`config.mk`:
```
export PLATFORM = sky130hd
export DESIGN_NAME = climate_scheduler
export DESIGN_NICKNAME = d
export VERILOG_FILES = /design/src/rtl/coldstorage_pkg.sv /design/src/rtl/period_tick.sv /design/src/rtl/climate_scheduler.sv
export SDC_FILE = /design/constraint.sdc
export NUM_CORES = 1
export LEC_CHECK = 0
export CORE_ASPECT_RATIO = 0.5
export CORE_MARGIN = 2
export CORE_UTILIZATION = 40
export CTS_CLUSTER_SIZE = 10
export DETAILED_ROUTE_END_ITERATION = 8
export MAX_ROUTING_LAYER = met4
export RECOVER_POWER = 50
export SLEW_MARGIN = 25
export SYNTH_ARGS = -nofsm -noshare
export SYNTH_HDL_FRONTEND = slang
export SYNTH_SLANG_ARGS = --single-unit
```
`constraint.sdc`:
```
create_clock -name clk -period 3 [get_ports clk]
set_input_delay 0.3 -clock clk [delete_from_list [all_inputs] [get_ports clk]]
set_output_delay 0.3 -clock clk [all_outputs]
set_load 0.05 [all_outputs]
```
`src/rtl/coldstorage_pkg.sv`:
```
// Shared constants for the cold-storage climate scheduler: FSM encodings,
// DHT11 valid measurement window and default hysteresis thresholds.
package coldstorage_pkg;

   localparam logic [2:0] ST_IDLE   = 3'd0;
   localparam logic [2:0] ST_START  = 3'd1;
   localparam logic [2:0] ST_WAIT   = 3'd2;
   localparam logic [2:0] ST_UPDATE = 3'd3;
   localparam logic [2:0] ST_NOTIFY = 3'd4;

   // DHT11 window is 0..50 C and 20..90 %RH; the 0 C floor is implicit in the unsigned byte.
   localparam logic [7:0] DHT_TEMP_MAX = 8'd50;
   localparam logic [7:0] DHT_HUM_MIN  = 8'd20;
   localparam logic [7:0] DHT_HUM_MAX  = 8'd90;

   localparam int unsigned TEMP_ON_DEFAULT  = 28;
   localparam int unsigned TEMP_OFF_DEFAULT = 26;
   localparam int unsigned HUM_ON_DEFAULT   = 40;
   localparam int unsigned HUM_OFF_DEFAULT  = 45;

   function automatic logic dht_in_range(input logic [7:0] temp, input logic [7:0] hum);
      return (temp <= DHT_TEMP_MAX) && (hum >= DHT_HUM_MIN) && (hum <= DHT_HUM_MAX);
   endfunction

   function automatic logic hyst_next(input logic cur, input logic set_c, input logic clr_c);
      if (set_c) return 1'b1;
      if (clr_c) return 1'b0;
      return cur;
   endfunction

endpackage

```
`src/rtl/period_tick.sv`:
```
// Free-running sensor period counter with a one-deep pending flag that
// remembers a tick which arrived while the scheduler was busy.
module period_tick #(
   parameter int unsigned PERIOD_TICKS = 100_000_000
) (
   input  logic clk,
   input  logic rst_n,
   input  logic idle_i,
   output logic tick_o,
   output logic pending_o
);

   localparam int unsigned CW = (PERIOD_TICKS > 1) ? $clog2(PERIOD_TICKS) : 1;
   localparam logic [CW-1:0] TERM = CW'(PERIOD_TICKS - 1);

   logic [CW-1:0] cnt_q, cnt_d;
   logic          pending_q, pending_d;

   assign tick_o    = (cnt_q == TERM);
   assign pending_o = pending_q;

   always_comb begin
      // NOTE: every signal driven here gets a default first, so no path can infer a latch.
      cnt_d     = tick_o ? '0 : cnt_q + CW'(1);
      pending_d = pending_q;
      // IDLE always consumes a pending tick, so the flag only lives outside IDLE.
      if (idle_i)      pending_d = 1'b0;
      else if (tick_o) pending_d = 1'b1;
   end

   always_ff @(posedge clk) begin
      // NOTE: reset is synchronous (sampled on the clock edge) and state uses non-blocking assignments.
      if (!rst_n) begin
         cnt_q     <= '0;
         pending_q <= 1'b0;
      end else begin
         cnt_q     <= cnt_d;
         pending_q <= pending_d;
      end
   end

endmodule

```
`src/rtl/climate_scheduler.sv`:
```
// Periodic DHT11 read scheduler: range-checks results, drives fan/humidifier
// with hysteresis, tracks read failures and hands results to UART and LCD.
module climate_scheduler
   import coldstorage_pkg::*;
#(
   parameter int unsigned PERIOD_TICKS  = 100_000_000,
   parameter int unsigned TIMEOUT_TICKS = 50_000_000,
   parameter int unsigned TEMP_ON       = TEMP_ON_DEFAULT,
   parameter int unsigned TEMP_OFF      = TEMP_OFF_DEFAULT,
   parameter int unsigned HUM_ON        = HUM_ON_DEFAULT,
   parameter int unsigned HUM_OFF       = HUM_OFF_DEFAULT,
   parameter int unsigned FAULT_LIMIT   = 3
) (
   input  logic       clk,
   input  logic       rst_n,
   output logic       dht_start,
   input  logic       dht_done,
   input  logic       dht_err,
   input  logic [7:0] dht_temp,
   input  logic [7:0] dht_hum,
   output logic       uart_req,
   input  logic       uart_ack,
   output logic       lcd_req,
   input  logic       lcd_ack,
   output logic [7:0] temp_out,
   output logic [7:0] hum_out,
   output logic       fan_on,
   output logic       humid_on,
   output logic       sensor_fault,
   output logic [7:0] err_cnt
);

   localparam int unsigned TW = (TIMEOUT_TICKS > 1) ? $clog2(TIMEOUT_TICKS) : 1;
   localparam logic [TW-1:0] TO_TERM = TW'(TIMEOUT_TICKS - 1);
   localparam logic [7:0] TEMP_ON_B  = 8'(TEMP_ON);
   localparam logic [7:0] TEMP_OFF_B = 8'(TEMP_OFF);
   localparam logic [7:0] HUM_ON_B   = 8'(HUM_ON);
   localparam logic [7:0] HUM_OFF_B  = 8'(HUM_OFF);
   localparam logic [7:0] FAULT_B    = 8'(FAULT_LIMIT);

   logic [2:0]    state_q, state_d;
   logic [TW-1:0] to_cnt_q, to_cnt_d;
   logic [7:0]    stage_t_q, stage_t_d, stage_h_q, stage_h_d;
   logic [7:0]    temp_q, temp_d, hum_q, hum_d;
   logic          fan_q, fan_d, humid_q, humid_d, fault_q, fault_d;
   logic [7:0]    err_cnt_q, err_cnt_d, fail_q, fail_d;
   logic          uart_q, uart_d, lcd_q, lcd_d;
   logic          tick, pending, fail;

   period_tick #(.PERIOD_TICKS(PERIOD_TICKS)) u_period_tick (
      .clk       (clk),
      .rst_n     (rst_n),
      .idle_i    (state_q == ST_IDLE),
      .tick_o    (tick),
      .pending_o (pending)
   );

   always_comb begin
      state_d   = state_q;
      to_cnt_d  = to_cnt_q;
      stage_t_d = stage_t_q;
      stage_h_d = stage_h_q;
      temp_d    = temp_q;
      hum_d     = hum_q;
      fan_d     = fan_q;
      humid_d   = humid_q;
      fault_d   = fault_q;
      err_cnt_d = err_cnt_q;
      fail_d    = fail_q;
      uart_d    = uart_q;
      lcd_d     = lcd_q;
      fail      = 1'b0;

      case (state_q)
         ST_IDLE: if (tick || pending) state_d = ST_START;
         ST_START: begin
            to_cnt_d = '0;
            state_d  = ST_WAIT;
         end
         ST_WAIT: begin
            to_cnt_d = to_cnt_q + TW'(1);
            if (dht_err) begin
               fail = 1'b1;
            end else if (dht_done) begin
               if (dht_in_range(dht_temp, dht_hum)) begin
                  stage_t_d = dht_temp;
                  stage_h_d = dht_hum;
                  state_d   = ST_UPDATE;
               end else begin
                  fail = 1'b1;
               end
            end else if (to_cnt_q == TO_TERM) begin
               fail = 1'b1;
            end
         end
         ST_UPDATE: begin
            temp_d  = stage_t_q;
            hum_d   = stage_h_q;
            fan_d   = hyst_next(fan_q, stage_t_q >= TEMP_ON_B, stage_t_q <= TEMP_OFF_B);
            humid_d = hyst_next(humid_q, stage_h_q <= HUM_ON_B, stage_h_q >= HUM_OFF_B);
            fail_d  = '0;
            fault_d = 1'b0;
            uart_d  = 1'b1;
            lcd_d   = 1'b1;
            state_d = ST_NOTIFY;
         end
         ST_NOTIFY: begin
            if (uart_q && uart_ack) uart_d = 1'b0;
            if (lcd_q && lcd_ack)   lcd_d  = 1'b0;
            if (!uart_q && !lcd_q)  state_d = ST_IDLE;
         end
         default: state_d = ST_IDLE;
      endcase

      // Only the failure that reaches the limit announces the fault; later ones stay silent.
      if (fail) begin
         err_cnt_d = (err_cnt_q == 8'hFF) ? err_cnt_q : err_cnt_q + 8'd1;
         fail_d    = (fail_q == 8'hFF) ? fail_q : fail_q + 8'd1;
         state_d   = ST_IDLE;
         if ((fail_q != 8'hFF) && (fail_q + 8'd1 == FAULT_B)) begin
            fault_d = 1'b1;
            fan_d   = 1'b0;
            humid_d = 1'b0;
            uart_d  = 1'b1;
            lcd_d   = 1'b1;
            state_d = ST_NOTIFY;
         end
      end
   end

   always_ff @(posedge clk) begin
      if (!rst_n) begin
         state_q   <= ST_IDLE;
         to_cnt_q  <= '0;
         stage_t_q <= '0;
         stage_h_q <= '0;
         temp_q    <= '0;
         hum_q     <= '0;
         fan_q     <= 1'b0;
         humid_q   <= 1'b0;
         fault_q   <= 1'b0;
         err_cnt_q <= '0;
         fail_q    <= '0;
         uart_q    <= 1'b0;
         lcd_q     <= 1'b0;
      end else begin
         state_q   <= state_d;
         to_cnt_q  <= to_cnt_d;
         stage_t_q <= stage_t_d;
         stage_h_q <= stage_h_d;
         temp_q    <= temp_d;
         hum_q     <= hum_d;
         fan_q     <= fan_d;
         humid_q   <= humid_d;
         fault_q   <= fault_d;
         err_cnt_q <= err_cnt_d;
         fail_q    <= fail_d;
         uart_q    <= uart_d;
         lcd_q     <= lcd_d;
      end
   end

   assign dht_start    = (state_q == ST_START);
   assign uart_req     = uart_q;
   assign lcd_req      = lcd_q;
   assign temp_out     = temp_q;
   assign hum_out      = hum_q;
   assign fan_on       = fan_q;
   assign humid_on     = humid_q;
   assign sensor_fault = fault_q;
   assign err_cnt      = err_cnt_q;

endmodule

```
**After elaboration in Yosys (flattened, before gate mapping)**

Index checks and enable logic that the tools add are counted.

- Bits in registers: 110
- Bits in latches: 0
- Memory bits (writable): 0
- Bits in read-only memories: 0
- Input port bits: 22
- Output and inout bits: 30
- Word-level logic and storage cells: 115
- Memories kept: 0

- Add/subtract/negate cells: 4
- Multipliers: 0
- Divide/modulo/power cells: 0
- $lt $le $gt $ge: 7
- Eq/ne operators: 16
- Shift-type cells: 0
- Multiplexer cells: 52
- Bitwise logic cells: 3
- Reduce and logical (&&, ||, !) cells: 18

Operators with widths:

| kind | number |
|---|---|
| case mux 26 bit (2 select lines) | 1 |
| two-way mux 1 bit | 38 |
| adder 27 x 1 -> 27 bit (second input constant) | 1 |
| equality test 27 bit (second input constant) | 1 |
| adder 26 x 1 -> 26 bit (second input constant) | 1 |
| equality test 26 bit (second input constant) | 1 |
| two-way mux 8 bit | 3 |
| two-way mux 3 bit | 7 |
| adder 8 x 1 -> 8 bit (second input constant) | 2 |
| equality test 8 bit (second input constant) | 2 |
| greater-or-equal comparator 8 x 5 -> 1 bit (second input constant) | 2 |
| less-or-equal comparator 8 x 6 -> 1 bit (second input constant) | 2 |
| != test 3 bit (second input constant) | 5 |
| case mux 3 bit (5 select lines) | 1 |
| equality test 8 x 2 -> 1 bit (second input constant) | 1 |
| greater-or-equal comparator 8 x 6 -> 1 bit (second input constant) | 1 |
| less-or-equal comparator 8 x 5 -> 1 bit (second input constant) | 1 |
| less-or-equal comparator 8 x 7 -> 1 bit (second input constant) | 1 |
| != test 8 bit (second input constant) | 1 |
| equality test 3 x 2 -> 1 bit (second input constant) | 2 |
| logical AND 1 bit | 6 |
| AND reduction 5 bit | 1 |
| case mux 1 bit (2 select lines) | 2 |
| AND reduction 2 bit | 2 |
| 10 further kinds | 15 |

**Depth between registers and ports, before layout**

Gate-level depths: netlist of the first run.

- Depth in word-level cells: 10
- Mapped depth: 10
- Mapped depth without buffers: 7

**Modules after synthesis**

From an unflattened synthesis of the first run, not the netlist that was laid out.

- Cells, all modules: 601
- Area, all modules: 5,148.7 µm²

Modules (own cells, without submodules):

| module | instances | cells each | area each (µm²) | sequential area each (µm²) |
|---|---|---|---|---|
| climate_scheduler | 1 | 452 | 3,847.4 | 1,641.6 |
| period_tick | 1 | 149 | 1,301.2 | 560.5 |

**Worst setup path after synthesis of the first run**

OpenSTA, ideal clock, no wires.

- Path kind: register to register
- Start point: register state_q[0]
- End point: register to_cnt_q[25]
- Library setup time: 0.065 ns
- Arrival: 2.193 ns
- Data required time: 2.935 ns
- Path slack: 0.741 ns
- Stages on the path, launching flop included: 9
- Buffers on the path: 2
- Clock period less this slack: 2.259 ns
- Cell sequence: dfxtp_1 buf_2 nor3b_2 nand4_1 or4_1 clkbuf_1 nor4_1 mux2_2 nor2_1

- Cells in the longest elaborated chain, start to end: 2
- Elaborated cells on any way between the ends: 4
- Classes of those cells: 2 x eq/ne; 1 x mux; 1 x reduce/logical

RTL lines:

| item | line | text |
|---|---|---|
| start: declaration | climate_scheduler.sv:41 | `logic [2:0] state_q, state_d;` |
| start signal: assignment | climate_scheduler.sv:147 | `state_q <= state_d;` |
| equality test 3 x 2 -> 1 bit / equality test 3 x 1 -> 1 bit (equally long branches) | climate_scheduler.sv:74 | `case (state_q)` |
| case mux 26 bit (2 select lines) / nonzero test 2 bit (equally long branches) | n/a |  |
| end signal: assignment | climate_scheduler.sv:148 | `to_cnt_q <= to_cnt_d;` |
| end: declaration | climate_scheduler.sv:42 | `logic [TW-1:0] to_cnt_q, to_cnt_d;` |

Parallel ways exist; a longest one is shown, timed or not.
A chain may end at the register's enable or synchronous reset.

**Worst setup path after layout of the first run**

- Start point: register state_q[1]
- End point: register stage_h_q[0]

- Cells in the longest elaborated chain, start to end: 2

RTL lines:

| item | line | text |
|---|---|---|
| equality test 3 x 2 -> 1 bit | climate_scheduler.sv:74 |  |
| AND reduction 4 bit (no line) | n/a |  |
| end signal: assignment | climate_scheduler.sv:150 | `stage_h_q <= stage_h_d;` |
| end: declaration | climate_scheduler.sv:43 | `logic [7:0] stage_t_q, stage_t_d, stage_h_q, stage_h_d;` |

No other way between the ends.

==> impl_metrics.yaml, run 1 <==
clock_tree:
  cts_resized: 0
  path_clk_slew_ns: 0.08
  cts_tree: "built"
  h-tree-depth: 3
  postCtsSetupBuffers: 0
  cts_hold_buf: 0
  cts_sinks: 110
  cts_buffer_depth: 2
  cts_buffers: 9
  clockRootBuffer: "clkbuf_16"
  clk_latency_ns: 0.35
job:
  max_cap_violations: 0
timing:
  setup_viol: 0
  setup_tns_ns: 0
  period_needed_ns: 2.67
  clock_skew_ns: 0.0121
  hold_violations: 0
  relSlewSlack: 0.285
  max_freq_mhz: 375
  rsz0062_at_grt: "false"
  timing.final.crit_share: 0.889
  tightestPinTransition_ns: 1.07
  slew_viol_final: 0
drt:
  ant_nets: 0
  route.vias.total: 4210
  routed_wl_um: 11000
  wire_per_inst_um: 13.6
  drtIter0Drc: 251
  drt_first_pass_iters: 4
  drc: 0
  routed_via_density: 5.19
worst_hold_path:
  hold_path_class: "reg2reg"
synthesis:
  synth-seq-area-share: 0.449
  async_flop_share: 0
  syn_avg_cell_area_sq_um: 8.24
  synth_cell_types: 54
  syn_nets: 622
  synth_area_leaders: "dfxtp_1, nor2_1, nand2_1"
  syn-cell-area_sq_um: 4900
  synth-main-ff-cell: "dfxtp_1"
  yosys_register_bits: 110
  synth-edff-count: 0
  synth.top_cell.area_share: 0.449
  ys_warn_count: 0
  syn_inst: 595
  yosysTopAreaCell: "dfxtp_1"
global_routing:
  antenna_found_initial: 0
  grt_max_degree: 42
  grt_usage: 0.179
  grt_remaining_overflow: 0
  grt_pass1_wl_um: 18600
  first_global_vias: 3846
worst_setup_path:
  critPathBufInv: 2
  arrival_ns: 2.87
  path_common_cell: "clkbuf_1"
  r2r-end: "stage_h_q[0]"
  crit_chain: "or3b_1 > clkbuf_1 > nor3_1 > clkbuf_1 > mux2i_1 > nor2_1"
  cp.depth: 6
  timing.rr.start: "state_q[1]"
  startpoint: "state_q[1]"
  cp_top_family: "buffers and inverters"
  slowest_delay_ns: 0.82
  cp.required_ns: 3.21
  path_max_fanout: 16
  cp-start-kind: "register"
  crit_slowest_cell: "clkbuf_1"
  endpoint: "stage_h_q[0]"
  regToRegSetupSlack_ns: 0.33
  r2r_cells: 6
  cp-end-kind: "register"
  path_class: "reg2reg"
die:
  die_h_um: 82.3
  top_level_ports: 52
  core_area_sq_um: 11900
  rows: 28
  fp.dieW_um: 161
  dieArea_sq_um: 13200
  initial_core_util: 0.413
power:
  swShare: 0.219
  pwr-share-clk: 0.447
  power.density_nw_per_um2: 473
  comb_power_share: 0.028
  vdd_drop_max_mv: 0.235
  switchingPower_uw: 610
  internal-power_uw: 2180
  power.total_uw: 2790
  power_leakage_uw: 0.00207
  p_seq_frac: 0.525
layout:
  seq_area_sq_um: 2200
  area_delta_synth_final_pct: 20.2
  mostFrequentLayoutCells: "dfxtp_1, nor2_1, nand2_1"
  final.fill_count: 1169
  layout_commonest_cell: "dfxtp_1"
  multiInputGateArea_sq_um: 2560
  drive_gt1_frac: 0.0604
  num_antenna_cells: 0
  nets: 668
placement:
  globalplace.congestion: 0.806
  hpwl_um: 7730
  portBuffers: 51
run_status:
  status: "completed"
-- kinds of logic after synthesis --
| group | after synthesis | share of synthesized area |
|---|---|---|
| compound gates | 103 | 0.127 |
| xor+xnor | 28 | 0.0500 |
| fa+ha+maj | 5 | 0.0128 |
| buf+inv | 36 | 0.0286 |
| flops | 110 | 0.449 |
| mux | 19 | 0.0395 |
| simple gates | 294 | 0.293 |
-- worst min-delay path by stage --
stage	start	endpoint	cells past startpoint
after floorplan	u_period_tick.cnt_q[0]	u_period_tick.cnt_q[0]	1
final	hum_out[5]	hum_out[5]	2
after detailed placement	u_period_tick.cnt_q[0]	u_period_tick.cnt_q[0]	1
after global routing	hum_out[4]	hum_out[4]	2
after CTS	sensor_fault	sensor_fault	2
after global placement	u_period_tick.cnt_q[0]	u_period_tick.cnt_q[0]	1
-- cell type report --
class,count,share of cell area
flip-flops and latches,110,0.374
clock buffers,10,0.0405
well taps,165,0.0350
inverters,9,0.00573
multi-input cells,449,0.434
clock inverters,6,0.0125
repair buffers,62,0.0989
-- power by group through the flow --
stage,clock network (uW),logic [uW],registers (uW)
3_5_place_dp,0,81.7,1500
4_1_cts,1290,81.9,1460
3_3_place_gp,0,81.5,1500
5_1_grt,1340,84.8,1470
2_1_floorplan,0,34.4,1500
6_report,1250,78.0,1460
-- worst reg2reg max path, stage by stage, from the launching register on --
cell and delay (ns):
dfxtp_1 0.45, or3b_1 0.40, clkbuf_1 0.26, nor3_1 0.24, clkbuf_1 0.82, mux2i_1 0.30
nor2_1 0.07
-- metal layers --
layer | up-vias | share of wire | track usage
met5 | - | 0 | -
met4 | 0 | 0.0062 | 0.0459
met3 | 7 | 0.034 | 0.0430
met2 | 53 | 0.44 | 0.287
met1 | 1952 | 0.52 | 0.230
li1 | 2198 | - | -
-- registers in the layout (all words and copies together) (netlist names), 3 cells and up --
| name | flops |
|---|---|
| temp_out | 8 |
| fail_q | 8 |
| err_cnt | 8 |
| u_period_tick.cnt_q | 27 |
| stage_t_q | 8 |
| stage_h_q | 8 |
| state_q | 3 |
| hum_out | 8 |
| to_cnt_q | 26 |
-- synthesized netlist by cell type, drive strengths merged, types with 2 or more instances --
library cell	number
nor3b	8
and3	11
buf	8
a41o	2
nand3b	2
nor2	82
a21oi	48
nand2	80
xor2	17
o21ai	21
xnor2	11
nor3	16
nand4	14
or4	3
nand2b	3
dfxtp	110
o311ai	2
nand3	34
nor4	8
or3	11
a31oi	4
and4	4
mux2	3
inv	9
ha	5
nor4b	3
nor2b	5
or2	4
o211ai	13
or3b	3
mux2i	16
clkbuf	19
-- through the flow --
stage | std cells | utilization | setup slack (ns) | hold WS, ns | area [sq um]
4_1_cts | 811 | 0.499 | 0.357 | 0.457 | 5920
5_1_grt | 811 | 0.496 | 0.0400 | 0.476 | 5890
2_1_floorplan | 595 | - | 0.741 | 0.418 | 4900
3_3_place_gp | 795 | 0.472 | 0.294 | 0.432 | 5610
6_report | 811 | 0.496 | 0.332 | 0.451 | 5890
3_5_place_dp | 795 | 0.472 | 0.229 | 0.446 | 5610
Note: power is estimated with default switching activity, not from simulation.
==> inputs of run 2 (changes only) <==
--- a/config.mk
+++ b/config.mk
@@ -11,7 +11,6 @@
 export CTS_CLUSTER_SIZE = 10
 export DETAILED_ROUTE_END_ITERATION = 8
 export MAX_ROUTING_LAYER = met4
-export RECOVER_POWER = 50
 export SLEW_MARGIN = 25
 export SYNTH_ARGS = -nofsm -noshare
 export SYNTH_HDL_FRONTEND = slang
==> run 2 against run 1 <==
Cell count stayed put. Flip-flop and latch count did not move. Fmax is 1.4% higher. Global-route usage stayed put. Utilization is 0.23 points higher. Clock power about the same. Setup slack improved by 0.036 ns. Clock skew is 0.00058 ns lower. Clock-buffer cell count unchanged. Routed wire length shrank 0.53%. Critical path type is now reg2out. Largest power group unchanged.
==> impl_metrics.yaml, run 2 (synthesis gave the netlist of run 1 again) <==
global_routing:
  use_met3: 0.0430
  grt_pass1_wl_um: 18600
  grtUsageMet1: 0.230
  grt_max_degree: 42
  grt_usage: 0.179
  use_met2: 0.287
  antenna_found_initial: 0
  first_global_vias: 3846
  top_usage_layer: "met2"
  grt_remaining_overflow: 0
layout:
  layoutNonFillerInstCount: 811
  drive_gt1_frac: 0.0666
  design_area_sq_um: 5920
  nets: 668
  layout_commonest_cell: "dfxtp_1"
  top_regs: "u_period_tick.cnt_q: 27 flops, to_cnt_q: 26 flops"
  largest_reg_flops: 27
  mostFrequentLayoutCells: "dfxtp_1, nor2_1, nand2_1"
  num_antenna_cells: 0
  area_delta_synth_final_pct: 20.8
  largest-register: "u_period_tick.cnt_q"
die:
  top_level_ports: 52
  fp.dieW_um: 161
  dieArea_sq_um: 13200
  initial_core_util: 0.413
  die_h_um: 82.3
  core_area_sq_um: 11900
  rows: 28
worst_setup_path:
  crit_chain: "or3b_2 > inv_1 > clkdlybuf4s50_1"
  critPathBufInv: 2
  path_max_fanout: 8
  slowest_delay_ns: 0.83
  crit_slowest_cell: "clkdlybuf4s50_1"
  cp.depth: 3
  r2r_cells: 7
  arrival_ns: 2.33
  path_class: "reg2out"
  cp.required_ns: 2.70
  cp_top_family: "buffers and inverters"
  cp-start-kind: "register"
  cp-end-kind: "output pin"
power:
  vdd_drop_max_mv: 0.234
  power_leakage_uw: 0.00198
  power.density_nw_per_um2: 472
clock_tree:
  cts_hold_buf: 0
  cts_tree: "built"
  h-tree-depth: 3
  postCtsSetupBuffers: 0
  cts_buffer_depth: 2
  cts_buffers: 9
  path_clk_slew_ns: 0.08
  cts_resized: 0
  cts_sinks: 110
  clockRootBuffer: "clkbuf_16"
  clk_latency_ns: 0.35
placement:
  portBuffers: 51
  dp.cells: 795
  hpwl_um: 7730
  place_area_sq_um: 5610
  globalplace.congestion: 0.806
job:
  max_cap_violations: 0
timing:
  rsz0062_at_grt: "false"
  setup_tns_ns: 0
  slew_viol_final: 0
  setup_viol: 0
  period_needed_ns: 2.63
  clock_skew_ns: 0.0115
  tightestPinTransition_ns: 0.778
  hold_violations: 0
  max_freq_mhz: 380
  timing.final.crit_share: 0.877
  relSlewSlack: 0.477
drt:
  route.vias.total: 4203
  drc: 0
  wire_per_inst_um: 13.5
  drt_first_pass_iters: 4
  ant_nets: 0
  drtIter0Drc: 257
  routed_via_density: 5.18
  routed_wl_um: 11000
run_status:
  status: "completed"
worst_hold_path:
  hold_path_class: "reg2reg"
  holdPathStages: 2
## run 2: changes by cell type in the layout (fill, tap and decap cells not counted)
cell             change
buf_12               +1
clkdlybuf4s50_1     +30
inv_1                -1
dlygate4sd3_1       -30
nor3_2               +1
clkbuf_2             -1
clkbuf_1             -2
buf_4                +2
nor3_1               -1
inv_2                +1
## run 2: stage by stage
step / hold slack, ns / power, uW / worst slack (ns) / util
detailed placement: 0.446 / 1580 / 0.229 / 0.472
global route: 0.479 / 2900 / 0.0400 / 0.499
floorplan: 0.418 / 1530 / 0.741 / -
CTS: 0.457 / 2840 / 0.357 / 0.499
global placement: 0.432 / 1580 / 0.294 / 0.472
finish: 0.454 / 2790 / 0.368 / 0.499
## run 2: report_power, final
part | internal (uW) | switching [uW]
combinational | 36.9 | 43.7
clock | 683 | 564
sequential | 1460 | 2.80
## run 2: cell type report
type	instances	area, sq um
fill	1163	5950
multi-input combinational	449	2560
sequential	110	2200
timing repair buffer	62	606
clock buffer	10	239
tap	165	206
clock inverter	6	73.8
inverter	9	33.8
## run 2: worst reg2reg max path: cells and delay by family, from the launching register on
kind            cells  cell delay [ns]
compound gates      2             0.65
fa+ha+maj           1             0.23
flops               1             0.39
simple gates        4             1.26
## run 2: worst paths after layout
| check | startpoint | end | slack [ns] |
|---|---|---|---|
| worst max-delay path | state_q[0] | dht_start | 0.37 |
| worst min-delay path | hum_out[5] | hum_out[5] | 0.45 |
| worst max register to register | to_cnt_q[0] | humid_on | 0.38 |
| worst min register to register | hum_out[5] | hum_out[5] | 0.45 |
## run 2: per-layer routing
layer	vias to the layer above	wire length (um)
li1	2193	-
met1	1952	5670
met2	54	4860
met3	4	380
met4	0	46
met5	-	0
